==> config.mk <==
export PLATFORM = sky130hd
export DESIGN_NAME = hash_channel_arbiter
export DESIGN_NICKNAME = d
export VERILOG_FILES = /design/src/rtl/hash_channel_arbiter_pkg.sv /design/src/rtl/hash_beat_skid_fifo.sv /design/src/rtl/hash_channel_arbiter.sv
export SDC_FILE = /design/constraint.sdc
export NUM_CORES = 1
export LEC_CHECK = 0
export CAP_MARGIN = 30
export CORE_MARGIN = 2
export CORE_UTILIZATION = 30
export CTS_BUF_LIST = sky130_fd_sc_hd__clkbuf_8
export DETAILED_ROUTE_END_ITERATION = 16
export SLEW_MARGIN = 40
export SYNTH_ARGS = -nofsm -noshare
export SYNTH_HDL_FRONTEND = slang
export SYNTH_SLANG_ARGS = --single-unit
==> constraint.sdc <==
create_clock -name clk -period 3.6 [get_ports clk]
set_input_delay 0.72 -clock clk [delete_from_list [all_inputs] [get_ports clk]]
set_output_delay 0.72 -clock clk [all_outputs]
set_load 0.02 [all_outputs]
==> src/rtl/hash_channel_arbiter_pkg.sv <==
// Shared types for the hash channel arbiter: FSM states, beat record layout and
// the channel-id width helper.
package hash_channel_arbiter_pkg;

   localparam int HASH_ISSUE_WIDTH = 16;
   localparam int ADDR_WIDTH       = 32;
   localparam int NUM_CH_DEF       = 4;

   typedef enum logic {
      ST_IDLE   = 1'b0,
      ST_LOCKED = 1'b1
   } arb_state_t;

   function automatic int ch_id_w(input int n);
      return (n <= 2) ? 1 : $clog2(n);
   endfunction

   localparam int CH_W_DEF = ch_id_w(NUM_CH_DEF);

   // Field order matches the packed record moved through the skid FIFO.
   typedef struct packed {
      logic [CH_W_DEF-1:0]           ch;
      logic [ADDR_WIDTH-1:0]         head_addr;
      logic [HASH_ISSUE_WIDTH*8-1:0] data;
      logic                          delim;
   } beat_t;

endpackage

==> src/rtl/hash_beat_skid_fifo.sv <==
// Two-entry FIFO between the arbiter and the hash engine; the full flag is
// registered so o_ready never reaches i_ready combinationally.
module hash_beat_skid_fifo #(
   parameter int W = 8
) (
   input  logic         clk,
   input  logic         rst_n,
   input  logic         push,
   input  logic [W-1:0] din,
   input  logic         pop_ready,
   output logic         full,
   output logic         valid,
   output logic [W-1:0] dout
);

   logic [W-1:0] head_q, head_d, tail_q, tail_d;
   logic [1:0]   cnt_q, cnt_d;
   logic         pop;

   assign pop   = pop_ready && (cnt_q != 2'd0);
   assign full  = (cnt_q == 2'd2);
   assign valid = (cnt_q != 2'd0);
   assign dout  = head_q;

   always_comb begin
      head_d = head_q;
      tail_d = tail_q;
      cnt_d  = cnt_q;
      case ({push, pop})
         2'b10: begin
            if (cnt_q == 2'd0) head_d = din;
            else               tail_d = din;
            cnt_d = cnt_q + 2'd1;
         end
         2'b01: begin
            head_d = tail_q;
            cnt_d  = cnt_q - 2'd1;
         end
         2'b11: begin
            // push is only allowed when not full, so occupancy is 1 here
            head_d = din;
         end
         default: ;
      endcase
   end

   always_ff @(posedge clk or negedge rst_n) begin
      if (!rst_n) begin
         head_q <= '0;
         tail_q <= '0;
         cnt_q  <= 2'd0;
      end else begin
         head_q <= head_d;
         tail_q <= tail_d;
         cnt_q  <= cnt_d;
      end
   end

endmodule

==> src/rtl/hash_channel_arbiter.sv <==
// Round-robin stream arbiter feeding a hash engine, with per-channel head
// address counters and in-flight beat limiting.
//
// state     | meaning
// ST_IDLE   | no stream owns the output; pick next eligible channel
// ST_LOCKED | grant_q owns the output until its delim beat is accepted
module hash_channel_arbiter
   import hash_channel_arbiter_pkg::*;
#(
   parameter int NUM_CH  = 4,
   parameter int ISSUE_W = HASH_ISSUE_WIDTH,
   parameter int ADDR_W  = ADDR_WIDTH,
   parameter int CNT_W   = 4,
   localparam int CH_W   = ch_id_w(NUM_CH)
) (
   input  logic                        clk,
   input  logic                        rst_n,
   input  logic [CNT_W-1:0]            cfg_max_inflight,
   input  logic [NUM_CH-1:0]           i_valid,
   output logic [NUM_CH-1:0]           i_ready,
   input  logic [NUM_CH-1:0]           i_delim,
   input  logic [NUM_CH*ISSUE_W*8-1:0] i_data,
   output logic                        o_valid,
   input  logic                        o_ready,
   output logic [CH_W-1:0]             o_ch,
   output logic [ADDR_W-1:0]           o_head_addr,
   output logic [ISSUE_W*8-1:0]        o_data,
   output logic                        o_delim,
   input  logic                        ret_valid,
   input  logic [CH_W-1:0]             ret_ch,
   output logic                        err_underflow
);

   localparam int DW    = ISSUE_W * 8;
   localparam int REC_W = CH_W + ADDR_W + DW + 1;
   localparam logic [CNT_W-1:0] CNT_MAX = '1;

   arb_state_t         state_q, state_d;
   logic [CH_W-1:0]    grant_q, grant_d, last_q, last_d;
   logic [ADDR_W-1:0]  hcnt_q [NUM_CH];
   logic [ADDR_W-1:0]  hcnt_d [NUM_CH];
   logic [CNT_W-1:0]   infl_q [NUM_CH];
   logic [CNT_W-1:0]   infl_d [NUM_CH];
   logic [CNT_W-1:0]   cfg_q;
   logic               err_q, err_d;

   logic [NUM_CH-1:0]  below_lim, eligible, ready_vec;
   logic               fifo_full, push;
   logic [REC_W-1:0]   push_rec, head_rec;

   // Limit uses the registered config so a change lands on the next cycle.
   always_comb begin
      for (int c = 0; c < NUM_CH; c++) begin
         below_lim[c] = (infl_q[c] != CNT_MAX) &&
                        ((cfg_q == '0) || (infl_q[c] < cfg_q));
      end
      eligible = i_valid & below_lim;
   end

   always_comb begin
      ready_vec = '0;
      if (state_q == ST_LOCKED)
         ready_vec[grant_q] = !fifo_full && below_lim[grant_q];
      push     = ready_vec[grant_q] && i_valid[grant_q];
      push_rec = {grant_q, hcnt_q[grant_q], i_data[int'(grant_q)*DW +: DW], i_delim[grant_q]};
   end

   assign i_ready = ready_vec;

   always_comb begin
      logic found;
      found   = 1'b0;
      state_d = state_q;
      grant_d = grant_q;
      last_d  = last_q;
      hcnt_d  = hcnt_q;
      infl_d  = infl_q;
      err_d   = err_q;

      case (state_q)
         ST_IDLE: begin
            for (int i = 1; i <= NUM_CH; i++) begin
               int idx;
               idx = (int'(last_q) + i) % NUM_CH;
               if (!found && eligible[idx]) begin
                  found   = 1'b1;
                  grant_d = CH_W'(idx);
               end
            end
            if (found) state_d = ST_LOCKED;
         end
         ST_LOCKED: begin
            if (push && i_delim[grant_q]) begin
               state_d = ST_IDLE;
               last_d  = grant_q;
            end
         end
         default: state_d = ST_IDLE;
      endcase

      if (push)
         hcnt_d[grant_q] = i_delim[grant_q] ? '0 : hcnt_q[grant_q] + ADDR_W'(ISSUE_W);

      for (int c = 0; c < NUM_CH; c++) begin
         logic inc, dec;
         inc = push && (grant_q == CH_W'(c));
         dec = ret_valid && (ret_ch == CH_W'(c));
         if (inc && !dec) begin
            if (infl_q[c] != CNT_MAX) infl_d[c] = infl_q[c] + 1'b1;
         end else if (dec && !inc) begin
            if (infl_q[c] == '0) err_d = 1'b1;
            else                 infl_d[c] = infl_q[c] - 1'b1;
         end
      end
   end

   always_ff @(posedge clk or negedge rst_n) begin
      if (!rst_n) begin
         state_q <= ST_IDLE;
         grant_q <= '0;
         last_q  <= CH_W'(NUM_CH - 1);
         cfg_q   <= '0;
         err_q   <= 1'b0;
         for (int c = 0; c < NUM_CH; c++) begin
            hcnt_q[c] <= '0;
            infl_q[c] <= '0;
         end
      end else begin
         state_q <= state_d;
         grant_q <= grant_d;
         last_q  <= last_d;
         cfg_q   <= cfg_max_inflight;
         err_q   <= err_d;
         hcnt_q  <= hcnt_d;
         infl_q  <= infl_d;
      end
   end

   hash_beat_skid_fifo #(.W(REC_W)) u_skid (
      .clk       (clk),
      .rst_n     (rst_n),
      .push      (push),
      .din       (push_rec),
      .pop_ready (o_ready),
      .full      (fifo_full),
      .valid     (o_valid),
      .dout      (head_rec)
   );

   assign {o_ch, o_head_addr, o_data, o_delim} = head_rec;
   assign err_underflow = err_q;

endmodule

==> flow_summary.ini, run 1 <==
[status]
outcome = finished, final reports clean

[yosys]
syn-cell-area_sq_um = 25400
synth_warnings = 0
ys_ff_latch = 482
synth_cell_types = 64
syn_inst = 1792
syn_nets = 2357
postSynthAreaPerCell_sq_um = 14.2
ys.flop_type = dfrtp_1
synth-async-reset-ratio_pct = 100
synth_edf_count = 0
yosysSeqAreaShare_pct = 47.5

[sta]
period_needed_ps = 3460
setup_viol = 0
report.final.slew_viol_count = 0
slew-limit-headroom_pct = 51.8
finalCritPeriodShare_pct = 96.2
hold_viol = 0
clock_skew_ps = 27.8
worst_slew_pin_slew_ps = 723
fmax_mhz = 289

[pwr]
peakVddDrop_uv = 505
power_leakage_nw = 15.1
finalPower_mw = 28.9
power_density_nw_per_um2 = 801
p_seq_share_pct = 29.0
swShare_pct = 37.1
combPwrFrac_pct = 52.4
p_sw_mw = 10.7
p_int_mw = 18.2
clockPowerShare_pct = 18.6

[grt]
grt_max_degree = 88
grt_pass1_vias = 19800
grtUsageTotal_pct = 19.9
gr-total-overflow = 0
antenna_found_initial = 8
grt_pass1_wl_mm = 129

[run]
drv_cap = 0

[clocking]
h-tree-depth = 3
cts_resized = 8
postCtsHoldBufs = 0
cts_buffer_depth = 3
cts-buffers-inserted = 89
cts-root-buf = clkbuf_8
tritoncts = built
clkTransAtPathRegs_ps = 60
clock-sinks = 482
clkLatencyLatePin_ps = 680
cts_setup_buffers = 0

[floorplanning]
pin_count = 699
start_util_pct = 30.3
row_count = 106
core_sq_um = 83800
dieArea_sq_um = 87100
die_h_microns = 295
die_x_microns = 295

[critical_path]
cp-start-kind = register
cp.arrival_ps = 2740
reg2reg_depth = 16
r2r_end = infl_q[11]
critical_path.max_fanout = 4
cp.required_ps = 2880
end_kind = output port
reg2reg_from = cfg_q[1]
rrSetupSlack_ps = 340
crit_type = register to output port

[finish]
multi_input_area_sq_um = 12600
area_growth_pct = 41.7
layout-drive-gt1-share_pct = 35.4
register_area_sq_um = 12100
num_antenna_cells = 0
nFillCells = 7677
nNetsFinal = 3119
fin_cells = 3752

[drt]
final_antenna_net_count = 0
vias = 18600
avgRoutedWirePerCell_microns = 23.8
avgViaCountPerCell = 4.95
drtIter0Drc = 869
drt-total-wl_mm = 89.5
first_pass_iters = 5
drc = 0

[placement]
place.gp.congestion = 0.876
io_buffers = 698
dp_hpwl_mm = 69.2
placed_cells = 3597

[hold_path]
hold_path_class = primary input to asynchronous set/reset pin
-- cells in the final DEF, fill, tap and decap left out, types with 4 or more instances in the layout --
cell and n:
clkdlybuf4s50_1 693, mux2_2 531, dfrtp_1 478, mux4_2 146, nand2_1 143, clkbuf_8 111, o21ai_0 75, buf_4 65
inv_1 46, nor2_1 38, xnor2_1 30, ha_1 30, buf_12 25, a21oi_1 22, nand3_1 18, mux4_1 14
xor2_1 13, o21ai_1 11, mux2_1 10, nand4_1 8, clkinv_2 7, nand2b_1 6, nor3_1 6, or4_1 5
or2_2 4, o211ai_1 4, and3_1 4, a21o_1 4, fa_1 4
-- through the flow --
step,worst slack [ps],instance area [sq um],setup TNS (ps),util (%),hold WS (ps)
6_report,137,36000,0,43.0,16.5
5_1_grt,-42.3,36000,-115,43.0,13.3
3_5_place_dp,119,34200,0,40.8,465
3_3_place_gp,126,34200,0,40.8,453
4_1_cts,52.6,36000,0,43.0,17.7
2_1_floorplan,287,25400,0,-,424
-- worst max path at each step --
stage / end / startpoint / slack, ps / cells after the start
final: i_ready[0] / cfg_q[1] / 140 / 9
after global routing: i_ready[0] / cfg_q[1] / -40 / 8
after CTS: i_ready[0] / cfg_q[1] / 50 / 9
after detailed placement: infl_q[11] / i_valid[3] / 120 / 13
after global placement: infl_q[3] / i_valid[3] / 130 / 13
after floorplan: infl_q[3] / cfg_q[3] / 290 / 17
-- flip-flops by register name, summed over array words and instances, names as in the netlist, 2 cells and up --
register       count
u_skid.dout      163
u_skid.tail_q    163
hcnt_q           128
infl_q            16
cfg_q              4
grant_q            2
last_q             2
u_skid.cnt_q       2
-- metal layers --
layer	vias up	wire (microns)	global-route usage (%)
met2	586	43600	33.6
met1	9628	35900	24.2
met4	10	3640	8.58
met3	141	6230	4.98
li1	8217	-	-
met5	-	53	0
-- power by group through the flow --
stage / clock, mW / sequential, mW / combinational (mW)
floorplan: 0 / 9.04 / 8.61
global placement: 0 / 8.34 / 15.0
detailed placement: 0 / 8.44 / 15.3
CTS: 5.55 / 8.37 / 15.3
global route: 5.79 / 8.59 / 16.1
finish: 5.36 / 8.37 / 15.1
-- worst max-delay path, stage by stage (launching register included) --
cell and delay [ps]:
dfrtp_1 400, inv_1 180, ha_1 270, a21oi_1 130, o211ai_1 180, nand3_1 170, o211a_1 200, nand2_1 90
nor3_1 160, clkdlybuf4s15_2 300
-- cells by family (layout without fill, tap and decap cells) --
logic type | Yosys count | after routing | share of synthesized area [%]
AO/OA/AOI/OAI | 136 | 136 | 3.02
multiplexers | 703 | 703 | 38.4
XOR/XNOR | 44 | 44 | 1.55
buffers and inverters | 136 | 962 | 2.94
flip-flops | 482 | 482 | 47.5
adder cells (fa/ha/maj) | 35 | 35 | 1.84
AND/OR/NAND/NOR | 256 | 256 | 4.75
-- final cells by class --
| type | count | area share [%] |
|---|---|---|
| Sequential cell | 482 | 33.5 |
| Tap cell | 1134 | 3.94 |
| Clock buffer | 111 | 4.24 |
| Timing Repair Buffer | 788 | 22.2 |
| Inverter | 19 | 0.198 |
| Multi-Input combinational cell | 1174 | 35.1 |
| Clock inverter | 44 | 0.827 |
-- cell usage after synthesis, types with 3 or more instances --
library cell / n / area [sq um]
nand4_1: 8 / 50.1
buf_2: 19 / 95.1
a21o_1: 4 / 30.0
xor2_1: 13 / 114
nor3_1: 6 / 30.0
nand2_1: 144 / 541
a31oi_1: 3 / 18.8
or4_1: 5 / 37.5
buf_6: 15 / 169
nor2_1: 38 / 143
ha_1: 31 / 388
buf_12: 3 / 60.1
o21ai_1: 13 / 65.1
mux2_2: 531 / 5980
and3_1: 4 / 25.0
dfrtp_1: 480 / 12000
inv_1: 18 / 67.6
nand2b_1: 6 / 37.5
fa_1: 4 / 80.1
buf_4: 13 / 97.6
mux2_1: 10 / 113
nand3_1: 18 / 90.1
mux4_2: 146 / 3290
or2_2: 4 / 25.0
mux4_1: 14 / 368
clkbuf_1: 66 / 248
o211ai_1: 4 / 30.0
o21ai_0: 75 / 375
a21oi_1: 22 / 110
xnor2_1: 30 / 263
(Power assumes the default switching activity.)
==> inputs of run 2 (changes only) <==
Settings changed: ABC_AREA set to 1, SETUP_SLACK_MARGIN set to 0.4.
==> run 2 against run 1 <==
  * Non-clock buffer count is 27 higher
  * Clock power down 2%
  * Count of clock-buffer cells in the layout shrank 7
  * Critical path type unchanged
  * Critical endpoint is now i_ready[1]
  * Largest cell class is now flip-flops and latches
  * Highest routed layer unchanged
==> flow_summary.ini, run 2 <==
[status]
outcome = finished, final reports clean

[sta]
finalCritPeriodShare_pct = 90.7
rsz0062_at_grt = true
hold_viol = 0
clock_skew_ps = 65.9
timing.hold.ws_ps = 466
report.final.slew_viol_count = 0
setup_viol = 0
fmax_mhz = 306
period_needed_ps = 3260
worst_slew_pin_slew_ps = 749
tns_ps = 0
slew-limit-headroom_pct = 50.1

[clocking]
clkTransAtPathRegs_ps = 50
tritoncts = built
clkLatencyLatePin_ps = 700
cts_buffer_depth = 3
clock-sinks = 482
cts-root-buf = clkbuf_8
cts-buffers-inserted = 87
h-tree-depth = 3

[floorplanning]
pin_count = 699
core_sq_um = 83600
dieArea_sq_um = 86600
start_util_pct = 30.3
die_h_microns = 294
row_count = 106
die_x_microns = 294

[drt]
avgRoutedWirePerCell_microns = 21.5
vias = 24900
drc = 0
final_antenna_net_count = 0
avgViaCountPerCell = 4.90
first_pass_iters = 6
drtIter0Drc = 1877
drt-total-wl_mm = 109

[yosys]
ys_ff_latch = 482
synth-async-reset-ratio_pct = 100
synth_top_cell_area_share_pct = 47.5
synth_largest_area_cell = dfrtp_1
synth_warnings = 0
synthTopCellsByArea = dfrtp_1, nand2_1, o21ai_0, a22oi_1, inv_1
syn-cell-area_sq_um = 25300
synthMostInstantiatedCell = nand2_1
synth_edf_count = 0
synth_cell_types = 44
yosysSeqAreaShare_pct = 47.7
syn_inst = 3222
postSynthAreaPerCell_sq_um = 7.85
synth_common_cells = nand2_1, dfrtp_1, o21ai_0
ys.flop_type = dfrtp_1
syn_nets = 3787

[grt]
grt_pass1_vias = 23100
grtUsageTotal_pct = 23.9
antenna_found_initial = 12
grt_pass1_wl_mm = 154
grt_max_degree = 97
gr-total-overflow = 0

[critical_path]
cp.arrival_ps = 2540
cp-start-kind = register
cp_num_cells = 14
reg2reg_depth = 24
critical_path.max_fanout = 4
cp_slowest_cell = dfrtp_1
path_cells = inv_4 -> ha_4 -> nand2_2 -> nand2_1 -> nand2_1 -> nand2_2 -> nand2_2 -> a21oi_2 -> or2_1 -> inv_1 -> and2_4 -> inv_6 -> nor3_4 -> buf_6
end_kind = output port
cpMostUsedCell = nand2_2
path_buf_inv = 4
cp_top_family = simple AND/OR/NAND/NOR gates
cpPeakStageDelay_ps = 410
cp.required_ps = 2880
crit_type = register to output port

[pwr]
power_density_nw_per_um2 = 940
peakVddDrop_uv = 472
power_leakage_nw = 15.5

[placement]
dp_hpwl_mm = 80.2
place.gp.congestion = 0.920
io_buffers = 698
dpl_cell_area_sq_um = 33700

[finish]
area_growth_pct = 43.3
nFillCells = 8253
layout_common_cells = nand2_1, clkdlybuf4s50_1, dfrtp_1
nNetsFinal = 4488
final_area_sq_um = 36200
layout-drive-gt1-share_pct = 9.52
final_common_cell = nand2_1

[run]
drv_cap = 0

[hold_path]
whs_path_depth = 1
hold_path_class = primary input to register
[run 2: changes by cell type in the layout (fill, tap and decap cells not counted), moves of 22 or more]
cell,previous run,this run
o21ai_1,11,35
nand3_1,18,90
a21oi_1,22,183
mux2_2,531,0
mux4_2,146,0
xnor2_1,30,3
a22oi_1,2,208
inv_1,46,316
nand2_1,143,807
o22ai_1,2,24
nor2_1,38,262
o21ai_0,75,393
o21a_1,1,25
[run 2: per-layer routing]
layer	part of all wire (%)	up-vias	GRT usage (%)
met5	0.011	-	0
met4	2.5	2	6.86
met3	8.4	133	6.71
met2	44	837	35.5
met1	46	11900	33.7
li1	-	12000	-
[run 2: timing repair]
item	in CTS	in global routing
pin swaps	7	37
setup endpoints to repair	83	155
gates resized for setup	49	75
cloned	0	3
hold buffers	1	0
buffers inserted	10	25
endpoints found under the hold margin	48	0
[run 2: worst paths after layout]
| kind | endpoint | slack (ps) | from |
|---|---|---|---|
| max in group asynchronous | hcnt_q[90] | 2160 | rst_n |
| setup reg to reg | infl_q[3] | 370 | cfg_q[1] |
| hold reg to reg | hcnt_q[4] | 470 | hcnt_q[4] |
| hold / removal | cfg_q[2] | 470 | cfg_max_inflight[2] |
| min in group asynchronous | u_skid.tail_q[99] | 590 | rst_n |
| setup / recovery | i_ready[1] | 340 | cfg_q[1] |
[run 2: kinds of logic after synthesis]
kind of cell             after synthesis  share of synthesized area [%]
AO/OA/AOI/OAI                        892                           20.3
XOR/XNOR                              25                          0.866
adder cells (fa/ha/maj)               35                           1.85
buffers and inverters                513                           8.62
flip-flops                           482                           47.7
AND/OR/NAND/NOR                     1275                           20.6
[run 2: through the flow]
stage / setup slack, ps / utilization, % / total power [mW] / cells
floorplan: 414 / - / 19.8 / 3222
global placement: 261 / 40.3 / 27.6 / 4875
detailed placement: 216 / 40.3 / 27.8 / 4875
CTS: 264 / 42.6 / 33.5 / 5032
global route: 169 / 43.4 / 36.6 / 5066
finish: 336 / 43.4 / 34.1 / 5069
[run 2: final cells by class]
type	instances	area, sq um	share of cell area, %
Antenna cell	9	22.5	0.0622
Clock buffer	104	1430	3.95
Clock inverter	42	287	0.791
Inverter	309	1230	3.38
Multi-Input combinational cell	2227	11600	31.9
Sequential cell	482	12100	33.3
Tap cell	1080	1350	3.73
Timing Repair Buffer	815	8260	22.8
Timing Repair inverter	1	8.76	0.0242
[run 2: where the power goes]
| part | switching [mW] | internal [mW] | total [mW] |
|---|---|---|---|
| clock network | 2.48 | 2.78 | 5.26 |
| logic | 12.6 | 7.03 | 19.6 |
| registers | 1.29 | 7.87 | 9.16 |
| total | 16.4 | 17.7 | 34.1 |
==> inputs of run 3 (changes only) <==
Settings changed: CORE_MARGIN 2 to 4, CTS_BUF_LIST sky130_fd_sc_hd__clkbuf_8 to not set.
==> run 3 against run 2 <==
  * Global-route usage down 0.72 points
  * Sequential power down 0.5%
  * Power about the same
  * First-iteration DRC count up 20%
  * Combinational power down 3%
  * Count of clock-buffer cells in the layout down 29
  * Flip-flop and latch count unchanged
  * Register-to-register slack better by 100 ps
  * Cell count down 1.2%
==> flow_summary.ini, run 3 (synthesis gave the netlist of run 2 again) <==
[status]
outcome = finished, final reports clean

[floorplanning]
core_sq_um = 83600
die_h_microns = 298
die_x_microns = 298
start_util_pct = 30.3
pin_count = 699
row_count = 106
dieArea_sq_um = 89000

[critical_path]
cp-start-kind = register
cp-startpoint = cfg_q[3]
path_cells = inv_4 -> ha_1 -> a21oi_1 -> nand2_1 -> nand2_2 -> a21oi_1 -> nor3_1 -> and2_4 -> inv_6 -> nor3_2 -> buf_4
cpPeakStageDelay_ps = 390
critical_path.max_fanout = 5
cp.required_ps = 2880
crit_type = register to output port
end_kind = output port
cpMostUsedCell = a21oi_1
cp_slowest_cell = dfrtp_1
reg2reg_from = cfg_q[3]
cp.arrival_ps = 2450

[pwr]
power_density_nw_per_um2 = 945
finalPower_mw = 34.1
power_leakage_nw = 15.3
peakVddDrop_uv = 553

[grt]
grt_use_met2_pct = 37.3
top_usage_layer = met2
grt_pass1_vias = 23800
grt_pass1_wl_mm = 157
grt_max_degree = 103
gr-total-overflow = 0
use_met1_pct = 32.0
grtUsageMet3_pct = 5.32
grtUsageTotal_pct = 23.2
antenna_found_initial = 18

[placement]
io_buffers = 698
dp_hpwl_mm = 81.0
place.gp.congestion = 0.951
dpl_cell_area_sq_um = 33700

[finish]
layout-drive-gt1-share_pct = 8.57
nNetsFinal = 4442
layout_common_cells = nand2_1, clkdlybuf4s50_1, dfrtp_1
final_area_sq_um = 36100
area_growth_pct = 42.6
final_common_cell = nand2_1

[drt]
drc = 0
final_antenna_net_count = 0
avgRoutedWirePerCell_microns = 21.3
drt-total-wl_mm = 107
drtIter0Drc = 2248
first_pass_iters = 6
avgViaCountPerCell = 4.95
vias = 24800

[clocking]
clkTransAtPathRegs_ps = 60
clkLatencyLatePin_ps = 610
clock-sinks = 482
h-tree-depth = 2
cts-root-buf = clkbuf_16
tritoncts = built
cts_buffer_depth = 3
cts-buffers-inserted = 55
postCtsHoldBufs = 0

[sta]
worst_slew_pin_slew_ps = 747
report.final.slew_viol_count = 0
fmax_mhz = 315
slew-limit-headroom_pct = 50.2
finalCritPeriodShare_pct = 88.1
rsz0062_at_grt = true
clock_skew_ps = 23.7
tns_ps = 0
period_needed_ps = 3170
hold_viol = 0
setup_viol = 0

[hold_path]
hold_path_class = primary input to asynchronous set/reset pin

[run]
drv_cap = 0
==> run 3: cell count changes in the layout (fill, tap and decap cells not counted), sizes merged <==
| cell | previous run | this run |
|---|---|---|
| bufinv | 2 | 4 |
| buf | 119 | 109 |
| clkinv | 7 | 15 |
| inv | 342 | 309 |
| clkinvlp | 1 | 8 |
| clkbuf | 106 | 75 |
| diode | 9 | 6 |
| dlygate4sd3 | 1 | 0 |
==> run 3: routing by layer <==
| layer | vias to the layer above | wire [microns] |
|---|---|---|
| li1 | 11900 | - |
| met1 | 11900 | 47700 |
| met2 | 799 | 49200 |
| met3 | 142 | 7600 |
| met4 | 4 | 2350 |
| met5 | - | 32 |
==> run 3: final timing paths <==
path	to	slack, ps	cells past startpoint
min	u_skid.tail_q[77]	110	1
min in group clk	hcnt_q[35]	480	2
max reg2reg	infl_q[3]	470	19
max in group asynchronous	u_skid.tail_q[53]	2550	2
min reg2reg	hcnt_q[35]	480	2
max	i_ready[0]	430	11
==> run 3: critical path: cells and delay by family, from the launching register on <==
family                   cells  cell delay (ps)
AO/OA/AOI/OAI                2              220
adder cells (fa/ha/maj)      1              250
buffers and inverters        3              330
flip-flops                   1              390
AND/OR/NAND/NOR              5              670
==> run 3: repair_timing <==
action | 4_1_cts | 5_1_grt
buffers inserted | 11 | 6
pin swaps | 8 | 13
endpoints found under the setup margin | 8 | 82
gates resized for setup | 48 | 41
==> run 3: power breakdown <==
group / leakage (nW) / switching (mW) / internal [mW]
sequential: 5.89 / 1.24 / 7.87
combinational: 8.45 / 12.3 / 6.74
clock: 0.927 / 2.43 / 3.45
total: 15.3 / 16.0 / 18.1
==> run 3: final cells by class <==
| type | instances | area (sq um) |
|---|---|---|
| diodes | 6 | 15.0 |
| multi-input cells | 2227 | 11400 |
| fillers | 8410 | 47500 |
| clock buffers | 75 | 1620 |
| inverters | 309 | 1190 |
| clock inverters | 27 | 288 |
| flip-flops and latches | 482 | 12100 |
| well taps | 1080 | 1350 |
| repair buffers | 802 | 8080 |
==> run 3: through the flow <==
step | util, % | setup WS (ps) | instances | hold WS [ps]
6_report | 43.2 | 429 | 5008 | 113
5_1_grt | 43.2 | 269 | 5007 | 144
4_1_cts | 42.9 | 375 | 4996 | 112
3_5_place_dp | 40.4 | 187 | 4883 | 466
3_3_place_gp | 40.4 | 220 | 4883 | 457
2_1_floorplan | - | 414 | 3222 | 424
